File: src/rtl/mips_pkg.sv
// ============================================================================
//  Module      : mips_pkg
//  Description : Shared definitions for the boot-time instruction-memory
//                loader: state encoding, header length and byte/word widths.
//  Ports       : none (package)
//  Revision    : 1.0  initial release
// ============================================================================
`default_nettype none

package mips_pkg;

    localparam int BYTE_W  = 8;
    localparam int WORD_W  = 32;
    localparam int HDR_LEN = 2;                  // header bytes carrying N
    localparam int CNT_W   = HDR_LEN * BYTE_W;   // width of the word count N

    typedef enum logic [2:0] {
        ST_CNT_HI = 3'd0,
        ST_CNT_LO = 3'd1,
        ST_DATA   = 3'd2,
        ST_CHK    = 3'd3,
        ST_DONE   = 3'd4,
        ST_ERR    = 3'd5
    } loader_state_e;

endpackage

`default_nettype wire

File: src/rtl/byte_packer.sv
// ============================================================================
//  Module      : byte_packer
//  Description : 8->32 big-endian packer. The first byte of a group lands in
//                bits [31:24]. word_valid_o is a combinational strobe on the
//                4th accepted byte, with word_o holding the complete word.
//  Ports       : clk, rst          - clock, synchronous active-high reset
//                byte_valid_i      - byte accepted this cycle
//                byte_i            - byte value
//                word_o            - assembled word (valid with strobe)
//                word_valid_o      - 4th byte of a word accepted this cycle
//  Revision    : 1.0  initial release
// ============================================================================
`default_nettype none

module byte_packer
    import mips_pkg::*;
(
    input  logic              clk,
    input  logic              rst,
    input  logic              byte_valid_i,
    input  logic [BYTE_W-1:0] byte_i,
    output logic [WORD_W-1:0] word_o,
    output logic              word_valid_o
);

    // Only the three earlier bytes need storage; the 4th is taken straight
    // from the input so the word is available in the handshake cycle.
    logic [WORD_W-BYTE_W-1:0] shift_q;
    logic [1:0]               cnt_q;

    always_ff @(posedge clk) begin
        if (rst) begin
            shift_q <= '0;
            cnt_q   <= 2'd0;
        end else if (byte_valid_i) begin
            shift_q <= {shift_q[WORD_W-2*BYTE_W-1:0], byte_i};
            cnt_q   <= cnt_q + 2'd1;
        end
    end

    assign word_valid_o = byte_valid_i && (cnt_q == 2'd3);
    assign word_o       = {shift_q, byte_i};

endmodule

`default_nettype wire

File: src/rtl/imem_loader.sv
// ============================================================================
//  Module      : imem_loader
//  Description : Boot-time instruction-memory writer. Receives a byte stream
//                (16-bit big-endian word count N, then 4*N big-endian data
//                bytes), writes the words to addresses 0..N-1 and holds the
//                MIPS core in reset until the image is complete.
//                Optional feature macro IMEM_LOADER_CHECKSUM_EN: one trailing
//                byte, the XOR of all stream bytes must be 0x00.
//  Parameters  : ADDR_W - instruction-memory word-address width
//  Ports       : clk, rst                 - clock, sync active-high reset
//                in_valid/in_ready/in_data- byte-stream handshake
//                imem_we/imem_addr/imem_wdata - one-cycle write per word
//                cpu_rst                  - core reset, released with done
//                done, err                - sticky status until rst
//  Revision    : 1.0  initial release
// ============================================================================
`default_nettype none

module imem_loader
    import mips_pkg::*;
#(
    parameter int ADDR_W = 10
) (
    input  logic              clk,
    input  logic              rst,
    input  logic              in_valid,
    output logic              in_ready,
    input  logic [BYTE_W-1:0] in_data,
    output logic              imem_we,
    output logic [ADDR_W-1:0] imem_addr,
    output logic [WORD_W-1:0] imem_wdata,
    output logic              cpu_rst,
    output logic              done,
    output logic              err
);

    localparam int CMP_W = CNT_W + 1;
    // Capacity 2^ADDR_W expressed in the comparison width.
    localparam logic [CMP_W-1:0] CAP = {{CNT_W{1'b0}}, 1'b1} << ADDR_W;

    loader_state_e      state_q, state_d;
    logic [CNT_W-1:0]   n_q;
    logic [ADDR_W:0]    wcnt_q;          // one extra bit: N = 2^ADDR_W fits
    logic               we_q;
    logic [ADDR_W-1:0]  addr_q;
    logic [WORD_W-1:0]  wdata_q;
    logic               done_q;
    logic               err_q;

    logic               w_accept;
    logic [CNT_W-1:0]   w_n_full;
    logic               w_oversize;
    logic [ADDR_W:0]    w_wcnt_inc;
    logic               w_last;
    logic               w_word_valid;
    logic [WORD_W-1:0]  w_word;
    logic               w_done_set;

`ifdef IMEM_LOADER_CHECKSUM_EN
    logic [BYTE_W-1:0]  xor_q;
    logic               w_chk_ok;
    assign w_chk_ok = ((xor_q ^ in_data) == '0);
`endif

    assign w_accept   = in_valid && in_ready;
    assign w_n_full   = {n_q[CNT_W-1:BYTE_W], in_data};
    assign w_oversize = ({1'b0, w_n_full} > CAP);
    assign w_wcnt_inc = wcnt_q + 1'b1;
    assign w_last     = ({{(CMP_W-ADDR_W-1){1'b0}}, w_wcnt_inc} == {1'b0, n_q});

    byte_packer u_packer (
        .clk          (clk),
        .rst          (rst),
        .byte_valid_i (w_accept && (state_q == ST_DATA)),
        .byte_i       (in_data),
        .word_o       (w_word),
        .word_valid_o (w_word_valid)
    );

    always_comb begin
        state_d  = state_q;
        in_ready = 1'b0;
        case (state_q)
            ST_CNT_HI: begin
                in_ready = 1'b1;
                if (w_accept) state_d = ST_CNT_LO;
            end
            ST_CNT_LO: begin
                in_ready = 1'b1;
                if (w_accept) begin
                    if (w_n_full == '0)  state_d = ST_DONE;
                    else if (w_oversize) state_d = ST_ERR;
                    else                 state_d = ST_DATA;
                end
            end
            ST_DATA: begin
                in_ready = 1'b1;
                if (w_word_valid && w_last) begin
`ifdef IMEM_LOADER_CHECKSUM_EN
                    state_d = ST_CHK;
`else
                    state_d = ST_DONE;
`endif
                end
            end
`ifdef IMEM_LOADER_CHECKSUM_EN
            ST_CHK: begin
                in_ready = 1'b1;
                if (w_accept) state_d = w_chk_ok ? ST_DONE : ST_ERR;
            end
`endif
            ST_DONE: state_d = ST_DONE;
            ST_ERR:  state_d = ST_ERR;
            default: state_d = ST_CNT_HI;
        endcase
        if (rst) in_ready = 1'b0;
    end

    // Entering DONE from DATA coincides with the registered write of the
    // last word, so done is raised one cycle later (when already in DONE).
    // From CNT_LO (N = 0) or CHK it is raised immediately.
    assign w_done_set = ((state_d == ST_DONE) && (state_q != ST_DATA))
                      || (state_q == ST_DONE);

    always_ff @(posedge clk) begin
        if (rst) begin
            state_q <= ST_CNT_HI;
            n_q     <= '0;
            wcnt_q  <= '0;
            we_q    <= 1'b0;
            addr_q  <= '0;
            wdata_q <= '0;
            done_q  <= 1'b0;
            err_q   <= 1'b0;
        end else begin
            state_q <= state_d;
            we_q    <= w_word_valid;
            if (w_accept && (state_q == ST_CNT_HI)) n_q[CNT_W-1:BYTE_W] <= in_data;
            if (w_accept && (state_q == ST_CNT_LO)) n_q[BYTE_W-1:0]     <= in_data;
            if (w_word_valid) begin
                addr_q  <= wcnt_q[ADDR_W-1:0];
                wdata_q <= w_word;
                wcnt_q  <= w_wcnt_inc;
            end
            if (w_done_set)           done_q <= 1'b1;
            if (state_d == ST_ERR)    err_q  <= 1'b1;
        end
    end

`ifdef IMEM_LOADER_CHECKSUM_EN
    always_ff @(posedge clk) begin
        if (rst)           xor_q <= '0;
        else if (w_accept) xor_q <= xor_q ^ in_data;
    end
`endif

    assign imem_we    = we_q;
    assign imem_addr  = addr_q;
    assign imem_wdata = wdata_q;
    assign done       = done_q;
    assign err        = err_q;
    assign cpu_rst    = ~done_q;

endmodule

`default_nettype wire

File: config.mk
export PLATFORM = sky130hd
export DESIGN_NAME = imem_loader
export DESIGN_NICKNAME = d
export VERILOG_FILES = /design/src/rtl/mips_pkg.sv /design/src/rtl/byte_packer.sv /design/src/rtl/imem_loader.sv
export SDC_FILE = /design/constraint.sdc
export NUM_CORES = 1
export LEC_CHECK = 0
export CAP_MARGIN = 25
export CORE_AREA = 2 2 104 106
export CTS_BUF_LIST = sky130_fd_sc_hd__clkbuf_8
export CTS_CLUSTER_DIAMETER = 80
export CTS_CLUSTER_SIZE = 12
export DETAILED_ROUTE_END_ITERATION = 6
export DIE_AREA = 0 0 106 108
export PLACE_DENSITY = 0.66
export SYNTH_ARGS = -nofsm -noshare
export SYNTH_HDL_FRONTEND = slang
export SYNTH_SLANG_ARGS = --single-unit
export TNS_END_PERCENT = 20
File: constraint.sdc
create_clock -name clk -period 2.9 [get_ports clk]
set_input_delay 0.725 -clock clk [delete_from_list [all_inputs] [get_ports clk]]
set_output_delay 0.725 -clock clk [all_outputs]
set_load 0.03 [all_outputs]
==> flow_summary.toml, run 1 <==
[outcome]
status = "finished clean"

[global_routing]
grt_pass1_wl_um = 16200
grt_overflow_total = 0
antenna_found_initial = 0
grt_util_all_layers = 0.177
grt_pass1_vias = 3280
grt_max_degree = 88

[pwr]
worst_ir_drop_vdd_mv = 0.223
pwr-share-seq = 0.530
p_leak_uw = 0.00184
pwr-share-clk = 0.413
pwr-share-comb = 0.057
p_sw_frac = 0.234
power.total_uw = 2680
p_sw_uw = 626
power.density_nw_per_um2 = 535
p_int_uw = 2050

[yosys]
syn-instance-count = 501
async_reset_ff_frac = 0
yosys_warnings = 0
synth_cell_types = 42
synthesis.area_um2 = 4060
syn_nets = 514
syn_avg_cell_area_um2 = 8.11
ys.flop_type = "dfxtp_1"
yosysSeqAreaShare = 0.498
synth_edf_count = 0
ys_seq_elements = 101

[sta]
rsz0062_at_grt = "false"
hold_ws_ns = 0.458
max_freq_mhz = 401
tightestPinTransition_ns = 0.859
fin_skew_ns = 0.0132
hold_viol = 0
slew_headroom = 0.428
finalCriticalPeriod_ns = 2.49
setup_slack_ns = 0.406
setup_viol_count_final = 0
min_period_over_period = 0.860
slew_violations = 0
tns_ns = 0

[floorplan]
die_h_um = 108
initial_core_util = 0.397
ioPinCount = 58
dieArea_um2 = 11400
die_w_um = 106
rows = 37
core-area_um2 = 10200

[route]
dr_wl_met2_um = 4320
wl_per_cell_um = 14.0
via_per_inst = 4.97
num_vias = 3421
routed-wl-met3_um = 428
dr.first_iter.drc_count = 190
drt-total-wl_um = 9610
top_layer_used = "met4"
route.detailed.drc = 0
drtPass1Iterations = 4
wl_met1_um = 4680
drtAntennaViolNets = 0

[setup_path]
critPathMaxStageDelay_ns = 0.71
worst_ep_required_time_ns = 2.17
critical_path.max_fanout = 3
cp_slowest_cell = "clkdlybuf4s50_1"
criticalPathCategory = "input pin to output pin"
end_kind = "output pin"
start_kind = "input pin"
cp_cell_sequence = "buf_2 -> a211oi_1 -> clkdlybuf4s50_1"
arrival_ns = 1.77

[layout]
diodes = 0
mostFrequentLayoutCells = "nand2_1, dfxtp_1, a21oi_1"
mostFrequentLayoutCell = "nand2_1"
syn_to_final_growth_pct = 23.1
layout-drive-gt1-share = 0.0707
finalNetCount = 560
fin_util = 0.489

[run]
cap_violations = 0

[placement]
gp_congestion = 0.796
post-place-ws_ns = 0.162
dpl.hpwl_um = 6450
portBuffers = 57

[clocking]
htreeDepth = 3
clk_path_buf_depth = 2
cts_repair_resize_count = 0
cts_setup_buffers = 0
clk_pin_slew_worst_paths_ns = 0.09
numCtsBuffers = 9
holdBufCountCts = 0
clockRootBuffer = "clkbuf_8"
tritoncts = "yes"
clock_latency_ns = 0.37
clock-sinks = 101

[worst_hold_path]
min_path_type = "register to register"
-- registers in the layout (all words and copies together) (netlist names), 2 cells and up --
| register | cells |
|---|---|
| u_packer.shift_q | 24 |
| imem_wdata | 32 |
| state_q | 3 |
| imem_addr | 10 |
| wcnt_q | 11 |
| n_q | 16 |
| u_packer.cnt_q | 2 |
-- cells by family after synthesis --
group / count (synthesis) / synth area share
simple gates: 242 / 0.263
flops: 101 / 0.498
xor+xnor: 28 / 0.0604
mux: 8 / 0.0197
fa+ha+maj: 2 / 0.00616
buf+inv: 41 / 0.0434
compound gates: 79 / 0.109
-- routing by layer --
metal	vias up	global-route usage
met2	82	0.270
met3	13	0.0325
li1	1755	-
met4	0	0.0780
met5	-	0
met1	1571	0.247
-- cells in the mapped netlist, types with 5 or more instances --
cell,n,area (um2)
nor3_1,5,25.0
inv_1,5,18.8
a21oi_1,65,325
buf_4,5,37.5
nand3b_1,5,37.5
mux2i_1,8,80.1
nor2_1,31,116
xor2_1,12,105
dfxtp_1,101,2020
clkbuf_1,25,93.8
nand3_1,27,135
xnor2_1,16,140
nand2_1,152,571
-- final timing paths --
kind / cells after the start / startpoint / endpoint / slack (ns)
worst max-delay path: 3 / rst / in_ready / 0.41
worst min-delay path: 2 / imem_wdata[29] / imem_wdata[29] / 0.46
worst max register to register: 7 / wcnt_q[1] / done / 0.61
worst min register to register: 2 / imem_wdata[29] / imem_wdata[29] / 0.46
-- worst max-delay path, delay by kind of cell --
family | cells | cell delay [ns]
compound gates | 1 | 0.21
buf+inv | 2 | 0.84
-- stage by stage --
stage / instances / instance area [um2]
6_report: 688 / 5000
5_1_grt: 688 / 5000
4_1_cts: 688 / 5000
3_5_place_dp: 672 / 4750
3_3_place_gp: 672 / 4750
2_1_floorplan: 501 / 4060
-- power groups by stage --
| stage | logic (uW) | registers (uW) | clock network, uW |
|---|---|---|---|
| global placement | 149 | 1450 | 0 |
| global route | 166 | 1420 | 1180 |
| floorplan | 99.1 | 1440 | 0 |
| finish | 152 | 1420 | 1100 |
| detailed placement | 151 | 1450 | 0 |
| CTS | 152 | 1420 | 1120 |
-- final cells by class --
class	instances	area, um2
fillers	981	5230
flip-flops and latches	101	2020
multi-input cells	359	1870
repair buffers	71	671
well taps	136	170
clock inverters	7	128
clock buffers	9	124
inverters	5	18.8
Power figures use the tool's default switching activity.
==> run 2, diff against run 1 <==
- MAX_ROUTING_LAYER: unset -> met4
- SKIP_CTS_REPAIR_TIMING: unset -> 1
==> run 2 against run 1 <==
Effect of this change:
- non-clock buffer count did not move
- combinational power hardly changed
- largest cell class unchanged
- wire length is 0.19% lower
- count of clock-buffer cells in the layout stayed put
- sequential share of layout area is the same
- total power down 0.22%
- via count up 0.20%
- global-route usage rose by 0.54 points
- die area stayed put
- highest routed layer unchanged
- register-to-register slack hardly changed
==> flow_summary.toml, run 2 (synthesis results as in run 1) <==
[layout]
mostFrequentLayoutCells = "nand2_1, dfxtp_1, a21oi_1"
diodes = 0
nFillCells = 981
largest_reg_flops = 32
finalNetCount = 560
mostFrequentLayoutCell = "nand2_1"
syn_to_final_growth_pct = 23.1
layout-drive-gt1-share = 0.0707

[floorplan]
ioPinCount = 58
die_h_um = 108
die_w_um = 106
core-area_um2 = 10200
initial_core_util = 0.397
rows = 37
dieArea_um2 = 11400

[route]
drt-total-wl_um = 9590
wl_met1_um = 4720
wl_per_cell_um = 13.9
routed-wl-met3_um = 352
top_layer_used = "met4"
via_per_inst = 4.98
drtPass1Iterations = 5
route.detailed.drc = 0
drtAntennaViolNets = 0
dr.first_iter.drc_count = 193
num_vias = 3428
dr_wl_met2_um = 4310

[sta]
min_period_over_period = 0.860
setup_viol_count_final = 0
max_freq_mhz = 401
slew_headroom = 0.422
hold_viol = 0
tightestPinTransition_ns = 0.866
slew_violations = 0
hold_ws_ns = 0.458
tns_ns = 0
fin_skew_ns = 0.0127
finalCriticalPeriod_ns = 2.49
rsz0062_at_grt = "false"

[worst_hold_path]
hp-start = "imem_wdata[29]"
min_path_type = "register to register"

[pwr]
power.density_nw_per_um2 = 534
worst_ir_drop_vdd_mv = 0.223
p_leak_uw = 0.00184

[global_routing]
grt_util_all_layers = 0.183
grt_pass1_wl_um = 16200
grt_pass1_vias = 3282
grt_max_degree = 88
grt_overflow_total = 0
antenna_found_initial = 0

[run]
cap_violations = 0

[clocking]
clk_path_buf_depth = 2
clock_latency_ns = 0.36
clockRootBuffer = "clkbuf_8"
clock-sinks = 101
htreeDepth = 3
numCtsBuffers = 9
tritoncts = "yes"
clk_pin_slew_worst_paths_ns = 0.09

[setup_path]
end_kind = "output pin"
arrival_ns = 1.77
worst_ep_required_time_ns = 2.17
start_kind = "input pin"
criticalPathCategory = "input pin to output pin"
rr_startpoint = "wcnt_q[1]"
worstSetupEndpoint = "in_ready"
r2r_slack_ns = 0.60
critical_path.max_fanout = 3
r2r-end = "done"
crit_start = "rst"
r2r_cells = 7

[placement]
dpl.hpwl_um = 6450
portBuffers = 57
gp_congestion = 0.807

[outcome]
status = "finished clean"
==> run 2: critical path, cell delays in order <==
cell,delay [ns]
buf_2,0.13
a211oi_1,0.21
clkdlybuf4s50_1,0.71
==> run 2: per-layer routing <==
layer | vias up | global-route usage
li1 | 1752 | -
met1 | 1580 | 0.250
met2 | 83 | 0.270
met3 | 13 | 0.0289
met4 | 0 | 0.0780
met5 | - | -
==> run 2: layout make-up <==
type                       instances  area, um2  area share
clock buffer                       9        124      0.0248
clock inverter                     7        128      0.0255
inverter                           5       18.8     0.00375
multi-input combinational        359       1870       0.374
sequential                       101       2020       0.404
tap                              136        170      0.0340
timing repair buffer              71        671       0.134
==> run 2: where the power goes <==
part           internal (uW)  switching (uW)
combinational           60.5            91.4
clock                    587             512
sequential              1400            17.2
total                   2050             620
==> run 2: per-stage QoR <==
| step | instance area, um2 | util | power, uW | std cells | worst slack [ns] |
|---|---|---|---|---|---|
| 3_5_place_dp | 4750 | 0.464 | 1600 | 672 | 0.162 |
| 4_1_cts | 5000 | 0.489 | 2690 | 688 | 0.380 |
| 3_3_place_gp | 4750 | 0.464 | 1600 | 672 | 0.219 |
| 2_1_floorplan | 4060 | - | 1540 | 501 | 0.337 |
| 5_1_grt | 5000 | 0.489 | 2770 | 688 | 0.339 |
| 6_report | 5000 | 0.489 | 2670 | 688 | 0.406 |
==> run 2: how the worst min path moves through the flow <==
stage / end / slack (ns) / depth (start not counted)
6_report: imem_wdata[29] / 0.46 / 2
5_1_grt: u_packer.shift_q[19] / 0.48 / 2
4_1_cts: u_packer.shift_q[19] / 0.46 / 2
3_5_place_dp: imem_wdata[9] / 0.45 / 2
3_3_place_gp: n_q[13] / 0.44 / 2
2_1_floorplan: imem_wdata[11] / 0.43 / 2
